[src/rtl/dbg_view_pkg.sv]
// Shared types and view-stepping helpers for the debug display view sequencer.
// The mask helpers are used by the VIEW_MASK_EN build; the default build passes an all-ones mask.
package dbg_view_pkg;

  typedef enum logic [2:0] {
    V_INSTR, V_RD1, V_RD2, V_RESULT, V_ALUSRC, V_IMMEXT, V_PCTARGET, V_PCNEXT
  } view_sel_t;

  typedef enum logic [1:0] {MANUAL, AUTO, HOLD} seq_state_t;

  localparam logic [7:0] ALL_VIEWS = 8'hFF;

  // Next enabled view in the given direction; returns cur when no other view is enabled.
  function automatic logic [2:0] step_view(input logic [2:0] cur, input logic [7:0] mask,
                                           input logic up);
    logic [2:0] cand;
    logic [2:0] res;
    logic       found;
    cand  = cur;
    res   = cur;
    found = 1'b0;
    for (int k = 0; k < 7; k++) begin
      cand = up ? cand + 3'd1 : cand - 3'd1;
      if (!found && mask[cand]) begin
        res   = cand;
        found = 1'b1;
      end
    end
    return res;
  endfunction

  function automatic logic [2:0] lowest_view(input logic [7:0] mask);
    logic [2:0] res;
    res = 3'd0;
    for (int i = 7; i >= 0; i--) begin
      if (mask[i]) res = 3'(i);
    end
    return res;
  endfunction

endpackage

[src/rtl/button_debouncer.sv]
// Active-low pushbutton conditioner: 2-FF synchronizer, stable-level debounce counter,
// and a one-cycle pulse on each accepted press (release produces nothing).
module button_debouncer #(
  parameter int unsigned DEBOUNCE_CYCLES = 500_000
) (
  input  logic clk,
  input  logic reset,
  input  logic btn_n,
  output logic press
);

  localparam int unsigned CW = (DEBOUNCE_CYCLES > 1) ? $clog2(DEBOUNCE_CYCLES) : 1;
  localparam logic [CW-1:0] CNT_LAST = CW'(DEBOUNCE_CYCLES - 1);

  logic          meta_q, sync_q;
  logic          level_q, level_d;
  logic          press_q, press_d;
  logic [CW-1:0] cnt_q, cnt_d;

  always_ff @(posedge clk or posedge reset) begin
    if (reset) begin
      meta_q  <= 1'b1;
      sync_q  <= 1'b1;
      level_q <= 1'b1;
      press_q <= 1'b0;
      cnt_q   <= '0;
    end else begin
      meta_q  <= btn_n;
      sync_q  <= meta_q;
      level_q <= level_d;
      press_q <= press_d;
      cnt_q   <= cnt_d;
    end
  end

  // Any synced sample matching the accepted level restarts the stability count.
  always_comb begin
    level_d = level_q;
    press_d = 1'b0;
    cnt_d   = '0;
    if (sync_q != level_q) begin
      if (cnt_q == CNT_LAST) begin
        level_d = sync_q;
        press_d = ~sync_q;
      end else begin
        cnt_d = cnt_q + 1'b1;
      end
    end
  end

  assign press = press_q;

endmodule

[src/rtl/debug_view_sequencer.sv]
// Debug display view select: manual stepping from two buttons or timed auto-scroll.
// Optional feature macro VIEW_MASK_EN restricts stepping to views enabled in VIEW_MASK.
module debug_view_sequencer
  import dbg_view_pkg::*;
#(
  parameter int unsigned DEBOUNCE_CYCLES = 500_000,
  parameter int unsigned DWELL_CYCLES    = 50_000_000,
  parameter logic [7:0]  VIEW_MASK       = 8'hFF
) (
  input  logic       clk,
  input  logic       reset,
  input  logic       btn_next_n,
  input  logic       btn_prev_n,
  input  logic       auto_en,
  input  logic       pause,
  output logic [2:0] selm,
  output logic       view_change,
  output logic       auto_active
);

`ifdef VIEW_MASK_EN
  localparam logic [7:0] EFF_MASK = VIEW_MASK;
`else
  localparam logic [7:0] EFF_MASK = ALL_VIEWS | (VIEW_MASK & 8'h00);
`endif

  localparam view_sel_t RESET_VIEW = view_sel_t'(lowest_view(EFF_MASK));
  localparam int unsigned DW = (DWELL_CYCLES > 1) ? $clog2(DWELL_CYCLES) : 1;
  localparam logic [DW-1:0] DWELL_LAST = DW'(DWELL_CYCLES - 1);

  logic       next_p, prev_p;
  logic [1:0] sw_meta_q, sw_sync_q;
  logic       auto_s, pause_s;

  seq_state_t    state_q, state_d;
  view_sel_t     selm_q, selm_d;
  logic [DW-1:0] dwell_q, dwell_d;
  logic          vc_q;
  logic          btn_step, dwell_term;

  button_debouncer #(.DEBOUNCE_CYCLES(DEBOUNCE_CYCLES)) u_next (
    .clk   (clk),
    .reset (reset),
    .btn_n (btn_next_n),
    .press (next_p)
  );

  button_debouncer #(.DEBOUNCE_CYCLES(DEBOUNCE_CYCLES)) u_prev (
    .clk   (clk),
    .reset (reset),
    .btn_n (btn_prev_n),
    .press (prev_p)
  );

  // Switches are level controls, so synchronizing is enough.
  always_ff @(posedge clk or posedge reset) begin
    if (reset) begin
      sw_meta_q <= 2'b00;
      sw_sync_q <= 2'b00;
    end else begin
      sw_meta_q <= {pause, auto_en};
      sw_sync_q <= sw_meta_q;
    end
  end

  assign auto_s  = sw_sync_q[0];
  assign pause_s = sw_sync_q[1];

  always_ff @(posedge clk or posedge reset) begin
    if (reset) begin
      state_q <= MANUAL;
      selm_q  <= RESET_VIEW;
      dwell_q <= '0;
      vc_q    <= 1'b0;
    end else begin
      state_q <= state_d;
      selm_q  <= selm_d;
      dwell_q <= dwell_d;
      vc_q    <= (selm_d != selm_q);
    end
  end

  // Simultaneous next/prev cancel; a lone button step takes priority over the dwell timeout.
  always_comb begin
    state_d    = state_q;
    selm_d     = selm_q;
    dwell_d    = dwell_q;
    btn_step   = next_p ^ prev_p;
    dwell_term = (state_q == AUTO) && (dwell_q == DWELL_LAST);

    if (!auto_s)      state_d = MANUAL;
    else if (pause_s) state_d = HOLD;
    else              state_d = AUTO;

    if (btn_step)        selm_d = view_sel_t'(step_view(selm_q, EFF_MASK, next_p));
    else if (dwell_term) selm_d = view_sel_t'(step_view(selm_q, EFF_MASK, 1'b1));

    // Dwell rests at zero in MANUAL so leaving it always starts a fresh dwell.
    case (state_q)
      MANUAL:  dwell_d = '0;
      AUTO:    dwell_d = (btn_step || dwell_term) ? '0 : dwell_q + 1'b1;
      default: dwell_d = dwell_q;
    endcase
  end

  assign selm        = selm_q;
  assign view_change = vc_q;
  assign auto_active = (state_q != MANUAL);

endmodule

[config.mk]
export PLATFORM = sky130hd
export DESIGN_NAME = debug_view_sequencer
export DESIGN_NICKNAME = d
export VERILOG_FILES = /design/src/rtl/dbg_view_pkg.sv /design/src/rtl/button_debouncer.sv /design/src/rtl/debug_view_sequencer.sv
export SDC_FILE = /design/constraint.sdc
export NUM_CORES = 1
export LEC_CHECK = 0
export BUFFER_PORTS_ARGS = -buffer_cell sky130_fd_sc_hd__buf_2
export CAP_MARGIN = 20
export CORE_MARGIN = 5
export CORE_UTILIZATION = 36
export CTS_CLUSTER_DIAMETER = 120
export DETAILED_ROUTE_END_ITERATION = 10
export PLACE_DENSITY = 0.53
export SYNTH_ARGS = -nofsm -noshare
export SYNTH_HDL_FRONTEND = slang
export SYNTH_SLANG_ARGS = --single-unit
export TNS_END_PERCENT = 5
[constraint.sdc]
create_clock -name clk -period 6.5 [get_ports clk]
set_input_delay 1.3 -clock clk [delete_from_list [all_inputs] [get_ports clk]]
set_output_delay 1.3 -clock clk [all_outputs]
set_load 0.005 [all_outputs]
==> results.md, run 1 <==
Clocking:
- The later pin in the worst-skew pair is clocked with a latency of about 0.36 ns.
- CTS placed an instance of clkbuf_8 at the clock tree root.
- The clock passes through at most 2 buffers.
- The TritonCTS clock tree is done.
- The clock net sink count is between 80 and 90.
- The count of hold buffers inserted by post-cts repair is 0.
- The clock-pin slew of the registers on the worst-case setup and hold paths is 0.08 ns.
- The count of instances resized after the clock tree is built is 0.
- TritonCTS created 9 clock buffers.
- The H-tree depth is 3.
- Buffers added to address setup during post-CTS repair amount to 0.

Flow run:
- The tool flagged a number of max-cap violations equal to 0.

Synth:
- The portion of netlist area occupied by mux cells is 0.8459%.
- Dividing the synthesized area by the synthesized cell count gives 9.813 um^2.
- The synthesized netlist cell count is 407.
- The Yosys warning count is 0.
- After synthesis, the share of flip-flops with an asynchronous set or reset is 100.0%.
- After synthesis, the largest family of logic cells by area is simple AND/OR/NAND/NOR gates.
- In this run, synthesis inferred 0 flip-flops with an integrated enable.
- The area fraction of the dominant cell type after synthesis is 47.62%.
- The number of different library cells used by synthesis comes to 47.
- The sequential fraction of the synthesis area is 51.57%.
- For this run, the leading register cell type out of synthesis is dfrtp_1.
- Summing the areas of all and, or, nand and nor instances in the mapped netlist gives 24.44% of the synthesized area.
- The net count after synthesis is 418.
- After synthesis the cells add up to 0.003994 mm^2.
- The biggest area contributor in the post-synthesis netlist is dfrtp_1.
- By area the synthesized netlist is led by dfrtp_1 48%, nor2_1 5.5%, xnor2_1 4.6%, xor2_1 4.2%, nand3_1 4.1%.
- The complex-gate fraction of the synthesized area is 9.398%.
- The xor-xnor portion of the synthesized cell area is 9.179%.
- After synthesis the netlist holds a flip-flop and latch count of 82.
- The arithmetic-cell share of the synthesized area counting full adders, half adders and majority gates is 1.566%.

Run status:
- The run finished with clean final reports.

Power:
- The static leakage is 1.891 nW.
- Total power for the finished layout comes to between 1 and 1.5 mW.
- The maximum VDD drop is 0.1100 mV.
- The ratio of total power to cell area is about 230 mW/mm^2.

STA:
- The worst path setup slack after routing is 3.722 ns.
- The final max-slew violation count is 0.
- The smallest clock period supported by the final layout is computed as 2.778 ns.
- The final clock skew is 0.02136 ns.
- Headroom to the max-slew limit came out at 49.08%.
- At the pin with the least slew margin, the transition time is between 0.7 and 0.8 ns.
- The final count of negative-setup-slack endpoints is 0.
- Timing would allow up to 360.0 MHz.
- The post-route setup TNS is 0 ns.
- The hold violation count in the final report is 0.
- The share of the clock period used by the worst path after layout is 42.74%.
- Setup repair after global routing left no endpoint under its margin.

Worst setup path:
- The launching element type of the critical path is a flip-flop.
- The kind of end point of the critical path is an output pin.
- In this run the worst path has a maximum fanout of 18.
- The setup path with the least slack is of type reg -> out.
- Data on the critical path arrives at its endpoint at 1.48 ns.
- Data on the critical path is required at its endpoint by 5.20 ns.

Detailed routing:
- After detailed routing, the average wire length per cell comes to 13.52 um.
- The number of nets with antenna violations after detailed routing is 0.
- The sum of routed wire length over all layers is about 7600 um.
- The pre-antenna-repair detailed-routing pass consisted of 4 iterations.
- After detailed routing, the number of vias per cell comes to between 5 and 6.
- For this block, the via count after detailed routing is 2,871.
- For this run, design rule violations remaining after detail routing come to 0.
- After the first detailed-routing iteration, the DRC count stood at 111.

Floorplan:
- The starting density of the core is 36.84%.
- The number of placed I/O pins is 11.
- The standard-cell row count is 38.
- The region available for standard cell placement spans 0.01084 mm^2.
- The die area is 0.01330 mm^2.
- The floorplan step set the die height to ~120 um.
- The horizontal die dimension is 115.3 um.

Min path:
- The tightest min-delay check is of the reg -> reg type.

Global routing:
- The first global-routing pass estimated 13,200 um of wire.
- Global routing consumed, over all layers together, 12.47% of the routing resources.
- In the global route stage, met1 resource usage came out at 15.94%.
- The global routing stage identified its most utilized layer as met2.
- The initial antenna violation count came to 0.
- The number of global-route vias before repair is approximately 2,800.
- The remaining global-route overflow is 0.
- The global routing met3 resource utilization is 2.684%.
- The largest net degree at the start of global routing is 83.
- Global routing consumed, on the met2 layer, 19.95% of the routing resources.

Finish:
- Leaving out fill and tap cells, the most frequent cell in the layout is dfrtp_1.
- The area growth from synthesis to layout is 11.40%.
- The antenna diode count is 0.
- Cells with a size suffix above 1 make up a little under an eighth of the layout.
- The final-stage net count is 427.
- The number of fillers in the final layout is 1,078.
- The library cells used most frequently in the layout, excluding fill and tap cells, are 76 x dfrtp_1, 58 x nor2_1, 33 x nand3_1.

Place:
- The pre-CTS worst setup slack is 4.093 ns.
- At the end of routability-driven placement, the weighted congestion stood at 0.7414.
- The count of buffers from port buffering is 10.
- After legalization and detailed placement, the total HPWL measured 4938 um.
## cell families (layout without fill, tap and decap cells)
family | count (synthesis) | count (layout)
and+or+nand+nor | 190 | 190
DFF | 82 | 82
AOI/OAI and AO/OA | 57 | 57
xor gates and xnor gates | 41 | 41
buffers and inverters | 29 | 43
adders and majority gates | 5 | 5
muxes | 3 | 3
## cells in the mapped netlist (4+ instances only)
cell and count:
a21oi_1 12, a22o_1 7, a31oi_1 15, and3_1 11, and4_1 5, buf_2 9, clkbuf_1 6, dfrtp_1 76
dfstp_2 6, ha_1 5, inv_1 14, nand2_1 31, nand3_1 33, nand4_1 11, nor2_1 58, nor3_1 7
nor4_1 4, nor4b_1 4, o21ai_0 9, or3_1 4, xnor2_1 21, xor2_1 19
## stage by stage
stage          area (um^2)  cells  hold WS, ns  utilization [%]
6_report              4449    561       0.3581            41.04
5_1_grt               4449    561       0.3629            41.04
4_1_cts               4422    560       0.3594            40.79
3_5_place_dp          4168    544       0.3470            38.45
3_3_place_gp          4168    544       0.3460            38.45
2_1_floorplan         3994    407       0.3312                -
## registers in the layout (all words and copies together) (netlist names)
register	cells
view_change	1
u_next.cnt_q	19
u_next.level_q	1
selm	3
u_prev.sync_q	1
u_next.press	1
dwell_q	26
u_prev.level_q	1
u_next.meta_q	1
u_prev.meta_q	1
sw_meta_q	2
sw_sync_q	2
u_next.sync_q	1
u_prev.cnt_q	19
state_q	2
u_prev.press	1
## critical path, stage by stage (launching register included)
cell	delay, ns
dfrtp_1	0.62
or2_2	0.38
buf_2	0.13
## where the power goes
group / switching (mW) / internal, mW / total (mW)
sequential: 0.00935 / 0.519 / 0.528
combinational: 0.0250 / 0.0128 / 0.0377
clock: 0.180 / 0.277 / 0.457
total: 0.215 / 0.809 / 1.02
## final cells by class
| class | instances | area [um^2] | share of cell area, % |
|---|---|---|---|
| Sequential cell | 82 | 2059 | 46.29 |
| Multi-Input combinational cell | 296 | 1814 | 40.78 |
| Tap cell | 140 | 175.2 | 3.937 |
| Clock buffer | 12 | 155.1 | 3.487 |
| Clock inverter | 4 | 98.84 | 2.222 |
| Timing Repair Buffer | 13 | 92.59 | 2.081 |
| Inverter | 14 | 53.80 | 1.209 |
## per-layer routing
metal | part of all wire (%) | vias to the layer above
li1 | - | 1453
met1 | 48 | 1363
met2 | 46 | 40
met3 | 3.2 | 15
met4 | 2.4 | 0
met5 | 0 | -
## path summary, 6_finish.rpt
| kind | start | end | slack, ns | depth (start not counted) |
|---|---|---|---|---|
| max in group asynchronous | reset | u_prev.meta_q$_DFF_PP1_ | 5.01 | 4 |
| max reg2reg | state_q[1]$_DFF_PP0_ | dwell_q[17]$_DFFE_PP0P_ | 4.14 | 6 |
| min in group asynchronous | reset | u_next.cnt_q[2]$_DFF_PP0_ | 0.90 | 3 |
| min reg2reg | u_prev.meta_q$_DFF_PP1_ | u_prev.sync_q$_DFF_PP1_ | 0.36 | 0 |
| min | u_prev.meta_q$_DFF_PP1_ | u_prev.sync_q$_DFF_PP1_ | 0.36 | 0 |
| max | state_q[1]$_DFF_PP0_ | auto_active | 3.72 | 2 |
Note: power is estimated with default switching activity, not from simulation.
==> run 2: changes to the inputs <==
--- a/config.mk
+++ b/config.mk
@@ -5,6 +5,7 @@
 export SDC_FILE = /design/constraint.sdc
 export NUM_CORES = 1
 export LEC_CHECK = 0
+export ABC_AREA = 1
 export BUFFER_PORTS_ARGS = -buffer_cell sky130_fd_sc_hd__buf_2
 export CAP_MARGIN = 20
 export CORE_MARGIN = 5
==> constraint.sdc (replaced) <==
create_clock -name clk -period 2.7 [get_ports clk]
set_input_delay 0.54 -clock clk [delete_from_list [all_inputs] [get_ports clk]]
set_output_delay 0.54 -clock clk [all_outputs]
set_load 0.005 [all_outputs]
==> run 2 against run 1 <==
  * Sequential power increased by 140%
  * Critical endpoint is now dwell_q[3]$_DFFE_PP0P_
  * Critical path depth is 6 higher
  * Global-route usage up 1.5 points
  * Largest power group is now the clock network
  * First-iteration DRC count rose to 2.6 times the previous value
  * Flip-flop and latch count unchanged
  * Combinational power up 120%
  * Largest cell class is now multi-input gates
  * Sequential share of layout area down 7.8 points
==> results.md, run 2 <==
Finish:
- The antenna diode count came to 0 (unchanged).
- The library cell used most frequently in the layout, excluding fill and tap cells, is nand2_1.
- The largest registers in the layout are dwell_q: 26 flops, u_next.cnt_q: 19 flops, u_prev.cnt_q: 19 flops.
- The multi-input combinational cell area is 0.002316 mm^2 (+28%).
- The number of flip-flops under the largest register name came to 26 (unchanged).
- Compared with the post-synthesis result, the final layout area differs by 13.43%.
- The number of fillers in the final layout is 1,334 (+24%).
- The sequential cell area is 0.002059 mm^2 (unchanged).
- The top cell types in the final layout, fill and taps aside, are 176 x nand2_1, 111 x nor2_1, 77 x inv_1.
- The final-stage net count was 673 (+58%).
- The register with the highest flop count is dwell_q.
- The fraction of layout cells with a size suffix above 1 is 7.796% (-3.6 points).
- The final non-filler cell total is 839 (+50%).

Synth:
- The number of flops mapped to enable cells by yosys is 0 (unchanged).
- The synthesized area divided by synthesized cell count is 7.330 um^2 (-25%).
- The commonest cells after synthesis are 176 x nand2_1, 111 x nor2_1, 78 x inv_1.
- The dominant register cell in the synthesized netlist is dfrtp_1.
- The Yosys warning count was 0 (unchanged).
- In the post-synthesis netlist, the cell with the most instances is nand2_1.
- The cell area after synthesis is 0.004713 mm^2 (+18%).
- The synthesized netlist cell count is 643 (+58%).
- The share of flip-flops with an asynchronous set or reset after synthesis is 100.0% (unchanged).
- The net count after synthesis is 654 (+56%).
- The synthesized-area fraction occupied by and/or/nand/nor cells is 38.49% (+14 points).
- The area fraction of the dominant cell type after synthesis is 40.35% (-7.3 points).
- The synthesis-stage register bit count is 82 (unchanged).
- By area the synthesized netlist is led by dfrtp_1 40%, nand2_1 14%, nor2_1 8.8%, inv_1 6.2%, nand4_1 5.6%.
- The arithmetic-cell share of the synthesized area counting full adders, half adders and majority gates was 1.327% (-0.24 points).
- The combinational family with the most area after synthesis is simple AND/OR/NAND/NOR gates.
- The count of different cell masters after synthesis is 30 (-36%).
- The complex-gate fraction of the synthesized area came to 3.557% (-5.8 points).
- The xor-xnor portion of the synthesized cell area was 5.761% (-3.4 points).
- The sequential fraction of the synthesis area is 43.70% (-7.9 points).
- The portion of netlist area occupied by mux cells is 0% (-0.85 points).
- The synthesized design spends more area on one cell type than any other, namely dfrtp_1.

Worst setup path:
- The largest incremental delay on the critical path is 0.44 ns (-0.18 ns).
- On the critical path the largest part of the delay comes from simple AND/OR/NAND/NOR gates.
- The worst setup path is captured at a flip-flop.
- The slack of the worst reg-to-reg path is 0.86 ns (-3.28 ns).
- The data required time at the worst endpoint is 2.96 ns (-2.24 ns).
- The critical path in this run is classified as reg -> reg.
- The maximum fanout along the worst path is 19 (+1).
- The buffer and inverter count on the worst path is 0 (-1).
- Walking the worst path, the cells encountered are ha_1 > nand3_2 > nor2_1 > nand2_1 > nor2_4 > nor2_8 > nand2_2 > o21ai_1.
- The slowest stage of the critical path is the dfrtp_1 cell.
- The launching element type of the critical path is a flip-flop.
- The critical path arrival is 2.11 ns (+0.63 ns).

Clocking:
- The count of hold buffers inserted by post-cts repair was 0 (unchanged).
- The TritonCTS clock tree is done.
- The number of buffers inserted during clock tree synthesis came to 9 (unchanged).
- The clock net sink count is 82 (unchanged).
- The clock-pin slew of the registers on the worst-case setup and hold paths was 0.06 ns (-0.02 ns).
- The number of buffers added for setup after CTS was 0 (unchanged).
- The clock tree buffer depth is 2 (unchanged).
- The H-tree depth is 3 (unchanged).
- The clock root buffer is clkbuf_16.
- The count of instances resized after the clock tree is built came to 0 (unchanged).
- The worst-skew pair later-pin latency came to 0.35 ns (about the same).

STA:
- The hold violation count in the final report was 0 (unchanged).
- The share of the clock period used by the worst path after layout is 68.30%.
- The final count of negative-setup-slack endpoints was 0 (unchanged).
- The pin slew with the least headroom to its limit came to 0.6131 ns (-0.1437 ns).
- The final clock skew was 0.01209 ns (-0.009269 ns).
- The post-route setup TNS is 0 ns (unchanged).
- The upper clock frequency limit is 542.3 MHz.
- Setup repair after global routing left no endpoint under its margin.
- The worst max-slew margin expressed relative to the limit is 59.08% (+10 points).
- The worst path in the final design needs a cycle of about 1.8 ns, including I/O delays and setup.
- The final max-slew violation count is 0 (unchanged).

Place:
- The number of cells in the design after placement is 823 (+51%).
- The total half-perimeter wirelength after legalization and detailed placement is 7809 um (+58%).
- The global placer's final weighted congestion came to 0.8674 (+17%).
- The count of buffers from port buffering is 10 (unchanged).

Power:
- The maximum VDD drop was 0.3364 mV (+210%).
- The power share of the combinational group was 2.9% (-0.8 points).
- The net switching power is 0.5950 mW (+180%).
- The cell internal power dissipation is 2.271 mW (+180%).
- The net switching share of the total power was 20.76% (-0.21 points).
- The register share of total power is 44.1% (-7.5 points).
- The static leakage is 2.308 nW (+22%).
- The ratio of total power to cell area is 536.1 mW/mm^2 (+130%).
- The clock network power share came to 53.1% (+8.4 points).

Detailed routing:
- The first-pass iteration count of the detailed router is 4 (unchanged).
- The via density per instance was 4.863 (-5.0%).
- The number of nets with antenna violations after detailed routing is 0 (unchanged).
- The initial DRC count is 287 (+160%).
- The residual DRC count is 0 (unchanged).
- The sum of routed wire length over all layers is 10,500 um (+39%).
- The detailed-route via count was 4,080 (+42%).
- The detail-routed net length per standard cell came to 12.52 um (-7.4%).

Global routing:
- The wire length of the first global-routing pass is 18,080 um (+37%).
- The largest net degree at the start of global routing came to 37 (-55%).
- The initial antenna violation count came to 0 (unchanged).
- The global routing usage summed across all routing layers is 14.00% (+1.5 points).
- The remaining global-route overflow is 0 (unchanged).
- The number of global-route vias before repair is 3,779 (+35%).

Flow run:
- The count of maximum capacitance violations came to 0 (unchanged).

Floorplan:
- The starting density of the core is 37.05% (+0.21 points).
- The die height is 124.4 um (+7.9%).
- The standard-cell row count is 41 (+7.9%).
- The die area is 0.01548 mm^2 (+16%).
- The number of placed I/O pins is 11 (unchanged).
- The core box area is 0.01272 mm^2 (+17%).
- The horizontal die dimension is 124.4 um (+7.9%).

Min path:
- The type of the most critical hold path is in -> async.

Run status:
- The flow ran to the end, and the final reports show no timing, DRC or antenna violations.
run 2: cell count changes after synthesis, sizes merged, moves of 7 or more:
| cell | change |
|---|---|
| nand4 | +31 |
| xnor2 | -14 |
| and3 | -11 |
| nand2 | +148 |
| a22o | -7 |
| nand3 | +7 |
| o21ai | +7 |
| nor2 | +59 |
| a31oi | -15 |
| nor3 | +17 |
| inv | +66 |
run 2: worst register-to-register path, delay by kind of cell, from the launching register on:
family / cells / cell delay (ns)
simple gates: 6 / 0.85
flops: 1 / 0.44
fa+ha+maj: 1 / 0.29
compound gates: 1 / 0.20
run 2: worst paths after layout:
kind                                           endpoint  cells past startpoint                   start
worst max-delay path             dwell_q[3]$_DFFE_PP0P_                      8  dwell_q[0]$_DFFE_PP0P_
worst min-delay path             sw_meta_q[1]$_DFF_PP0_                      2                   reset
worst max register to register   dwell_q[3]$_DFFE_PP0P_                      8  dwell_q[0]$_DFFE_PP0P_
worst min register to register   sw_sync_q[0]$_DFF_PP0_                      0  sw_meta_q[0]$_DFF_PP0_
max in group asynchronous       u_prev.sync_q$_DFF_PP1_                      3                   reset
min in group clk                u_next.meta_q$_DFF_PP1_                      1              btn_next_n
run 2: power by group through the flow:
stage / clock network, mW / registers [mW] / logic [mW]
5_1_grt: 1.61 / 1.26 / 0.0980
4_1_cts: 1.56 / 1.26 / 0.0875
2_1_floorplan: 0 / 1.28 / 0.0595
6_report: 1.52 / 1.26 / 0.0829
3_3_place_gp: 0 / 1.28 / 0.0879
3_5_place_dp: 0 / 1.29 / 0.0873
run 2: cell families (layout without fill, tap and decap cells):
family	Yosys count	count (layout)
AO/OA/AOI/OAI	30	30
XOR/XNOR	31	31
adder cells (fa/ha/maj)	5	5
buffers and inverters	87	111
flip-flops	82	82
AND/OR/NAND/NOR	408	408
run 2: layer usage:
metal  up-vias  wire (um)  GRT usage [%]
li1       2099          -              -
met1      1892       5241          19.10
met2        71       4728          21.85
met3        18        321          2.830
met4         0        211          5.416
met5         -          0              0
run 2: metrics by stage:
step           total power, mW  util [%]  worst slack (ns)  cell area (um^2)  hold WS, ns
6_report                 2.866     42.02            0.8559              5346       0.2478
5_1_grt                  2.969     42.02            0.7012              5346       0.2824
4_1_cts                  2.907     42.02            0.8405              5346       0.2672
3_5_place_dp             1.373     39.14            0.8483              4980       0.3394
3_3_place_gp             1.373     39.14            0.9131              4980       0.3391
2_1_floorplan            1.341         -           0.06149              4713       0.3312
run 2: area by class of cell:
type | count | area share (%)
Clock buffer | 10 | 4.283
Multi-Input combinational cell | 474 | 43.32
Tap cell | 172 | 4.025
Inverter | 80 | 5.640
Timing Repair Buffer | 15 | 1.638
Sequential cell | 82 | 38.52
Clock inverter | 6 | 2.574
==> run 3: changes to the inputs <==
==> constraint.sdc (replaced) <==
create_clock -name clk -period 1.9 [get_ports clk]
set_input_delay 0.38 -clock clk [delete_from_list [all_inputs] [get_ports clk]]
set_output_delay 0.38 -clock clk [all_outputs]
set_load 0.005 [all_outputs]
==> run 3 against run 2 <==
  * First-iteration DRC count shrank 2.8%
  * Non-clock buffer count up 8
  * Critical path depth is 1 higher
  * Largest cell class unchanged
  * Hold slack lost 0.11 ns
==> results.md, run 3 (same netlist as run 2, synthesis figures left out) <==
Floorplan:
- The core box area is 0.01272 mm^2 (unchanged).
- The die area was 0.01548 mm^2 (unchanged).
- The starting density of the core was 37.05% (unchanged).
- The number of placed I/O pins is 11 (unchanged).
- The standard-cell row count was 41 (unchanged).
- The die height is 124.4 um (unchanged).
- The horizontal die dimension is 124.4 um (unchanged).

Worst setup path:
- The depth of the worst register-to-register path was 9 (+1).
- The data required time at the worst endpoint is 2.12 ns (-0.84 ns).
- The largest incremental delay on the critical path is 0.37 ns (-0.07 ns).
- Following the worst setup path forward leads to its endpoint at dwell_q[16]$_DFFE_PP0P_.
- The startpoint of the most critical register-to-register path is dwell_q[1]$_DFFE_PP0P_.
- The slack of the worst reg-to-reg path is 0.26 ns (-0.60 ns).
- The critical path in this run is classified as reg -> reg.
- The kind of end point of the critical path is a flip-flop.
- The most critical setup path has its startpoint at dwell_q[1]$_DFFE_PP0P_.
- The launching element type of the critical path is a flip-flop.
- The cell that appears most often on the critical path is nand2_1.
- The maximum fanout along the worst path is 7 (-12).
- The critical path arrival is 1.87 ns (-0.24 ns).
- The critical register-to-register path endpoint is dwell_q[16]$_DFFE_PP0P_.
- Traced cell by cell, the critical path runs through ha_1 > nand3_2 > nor2_1 > nand2_1 > nor2_4 > nor2_8 > buf_4 > nand3_1 > nand2_1.
- The cell with the biggest individual delay on the critical path is dfrtp_1.

Detailed routing:
- The number of nets with antenna violations after detailed routing is 0 (unchanged).
- The sum of routed wire length over all layers is 10,720 um (+2.1%).
- The residual DRC count is 0 (unchanged).
- The detailed-route via count is 4,148 (+1.7%).
- The via density per instance is 4.897 (+0.71%).
- The detail-routed net length per standard cell is 12.66 um (+1.1%).
- The first-pass iteration count of the detailed router came to 5 (+1).
- The initial DRC count is 279 (-2.8%).

Power:
- The maximum VDD drop came to 0.4844 mV (+44%).
- The static leakage is 2.326 nW (+0.75%).
- The ratio of total power to cell area is 707.5 mW/mm^2 (+32%).

Clocking:
- The number of buffers inserted during clock tree synthesis is 9 (unchanged).
- The clock-pin slew of the registers on the worst-case setup and hold paths is 0.06 ns (about the same).
- The count of hold buffers inserted by post-cts repair is 0 (unchanged).
- Clock tree synthesis selected as its root buffer the cell clkbuf_16.
- The clock net sink count is 82 (unchanged).
- TritonCTS built the clock tree.
- The H-tree depth was 3 (unchanged).
- The worst-skew pair later-pin latency came to 0.34 ns (about the same).
- The clock tree buffer depth is 2 (unchanged).

Place:
- The placed cell area is 0.005017 mm^2 (+0.75%).
- The global placer's final weighted congestion came to 0.8836 (+1.9%).
- The number of cells in the design after placement is 826 (+0.36%).
- The total half-perimeter wirelength after legalization and detailed placement is 7814 um (about the same).
- The count of buffers from port buffering is 10 (unchanged).

STA:
- The share of the clock period used by the worst path after layout came to 86.58% (+18 points).
- The final count of negative-setup-slack endpoints is 0 (unchanged).
- The minimum clock period came to 1.645 ns (-0.1991 ns).
- Setup repair after global routing left no endpoint under its margin.
- The worst max-slew margin expressed relative to the limit is 67.81% (+8.7 points).
- The post-route setup TNS is 0 ns (unchanged).
- The upper clock frequency limit is 607.9 MHz (+12%).
- The hold violation count in the final report came to 0 (unchanged).
- The pin slew with the least headroom to its limit is 0.4792 ns (-0.1340 ns).
- The final max-slew violation count is 0 (unchanged).
- The final clock skew is 0.005272 ns (-0.006818 ns).

Global routing:
- The wire length of the first global-routing pass is 19,090 um (+5.6%).
- The global routing usage summed across all routing layers is 14.68% (+0.68 points).
- The number of global-route vias before repair was 4,062 (+7.5%).
- The remaining global-route overflow is 0 (unchanged).
- The initial antenna violation count is 0 (unchanged).
- The largest net degree at the start of global routing is 83 (+120%).

Min path:
- The tightest min-delay check is of the in -> reg type.

Finish:
- The largest registers in the layout are dwell_q: 26 flops, u_next.cnt_q: 19 flops, u_prev.cnt_q: 19 flops.
- The number of flip-flops under the largest register name was 26 (unchanged).
- The final non-filler cell total was 847 (+0.95%).
- The register with the most flip-flops in the final layout is dwell_q.
- The final design instance area without fill came to 0.005375 mm^2 (+0.54%).
- The fraction of layout cells with a size suffix above 1 is 8.889% (+1.1 points).
- The most frequent standard cell in the layout excluding fill and tap cells is nand2_1.
- The number of fillers in the final layout came to 1,344 (+0.75%).
- The sequential cell area was 0.002059 mm^2 (unchanged).
- The multi-input combinational cell area is 0.002316 mm^2 (unchanged).
- In the layout the commonest cells are 176 x nand2_1, 111 x nor2_1, 77 x inv_1.
- The area growth from synthesis to layout is 14.04%.
- The final-stage net count came to 681 (+1.2%).
- The antenna diode count came to 0 (unchanged).

Flow run:
- The count of maximum capacitance violations was 0 (unchanged).

Run status:
- The flow ran to the end, and the final reports show no timing, DRC or antenna violations.
## run 3: cell types whose count changed in the layout (fill, tap and decap cells not counted), sizes merged
cell / change
buf: +8
bufinv: -2
clkinvlp: +2
clkbuf: +1
inv: -1
## run 3: layout make-up
class / count / share of cell area, %
multi-input cells: 474 / 43.09
inverters: 80 / 5.656
repair buffers: 23 / 2.980
flip-flops and latches: 82 / 38.31
clock buffers: 11 / 4.516
clock inverters: 5 / 1.443
well taps: 172 / 4.004
## run 3: worst max-delay path, delay by kind of cell, from the launching register on
kind,cells,cell delay (ns)
adders and majority gates,1,0.24
buffers and inverters,1,0.16
DFF,1,0.37
and+or+nand+nor,7,0.76
## run 3: worst min path at each step
stage / start / endpoint / slack, ns / cells after the start
floorplan: sw_meta_q[0]$_DFF_PP0_ / sw_sync_q[0]$_DFF_PP0_ / 0.33 / 0
global placement: sw_meta_q[0]$_DFF_PP0_ / sw_sync_q[0]$_DFF_PP0_ / 0.34 / 0
detailed placement: sw_meta_q[1]$_DFF_PP0_ / sw_sync_q[1]$_DFF_PP0_ / 0.34 / 0
CTS: btn_next_n / u_next.meta_q$_DFF_PP1_ / 0.12 / 1
global route: btn_prev_n / u_prev.meta_q$_DFF_PP1_ / 0.13 / 1
finish: btn_next_n / u_next.meta_q$_DFF_PP1_ / 0.14 / 1
## run 3: what timing repair did
action                                 4_1_cts  5_1_grt
setup endpoints to repair                    0        3
endpoints found under the hold margin        0        0
buffers inserted                             0        5
gates resized for setup                      0        0
## run 3: per-layer routing
metal / GRT usage [%] / vias to the layer above / routed length, um
met3: 2.316 / 16 / 307
met4: 6.190 / 0 / 238
met5: 0 / - / 0
met2: 23.12 / 68 / 4790
li1: - / 2111 / -
met1: 20.07 / 1953 / 5387
## run 3: metrics by stage
stage / power, mW / utilization, % / worst slack [ns] / hold slack (ns)
CTS: 3.870 / 41.96 / 0.1204 / 0.1224
global route: 3.951 / 42.25 / 0.05838 / 0.1316
finish: 3.803 / 42.25 / 0.2550 / 0.1401
floorplan: 1.906 / - / 0.3678 / 0.3312
global placement: 1.958 / 39.44 / 0.2016 / 0.3367
detailed placement: 1.959 / 39.44 / 0.1403 / 0.3393
## run 3: where the power goes
group | internal (mW) | total (mW) | switching [mW]
sequential | 1.77 | 1.79 | 0.0191
combinational | 0.0346 | 0.129 | 0.0944
clock | 1.18 | 1.88 | 0.698
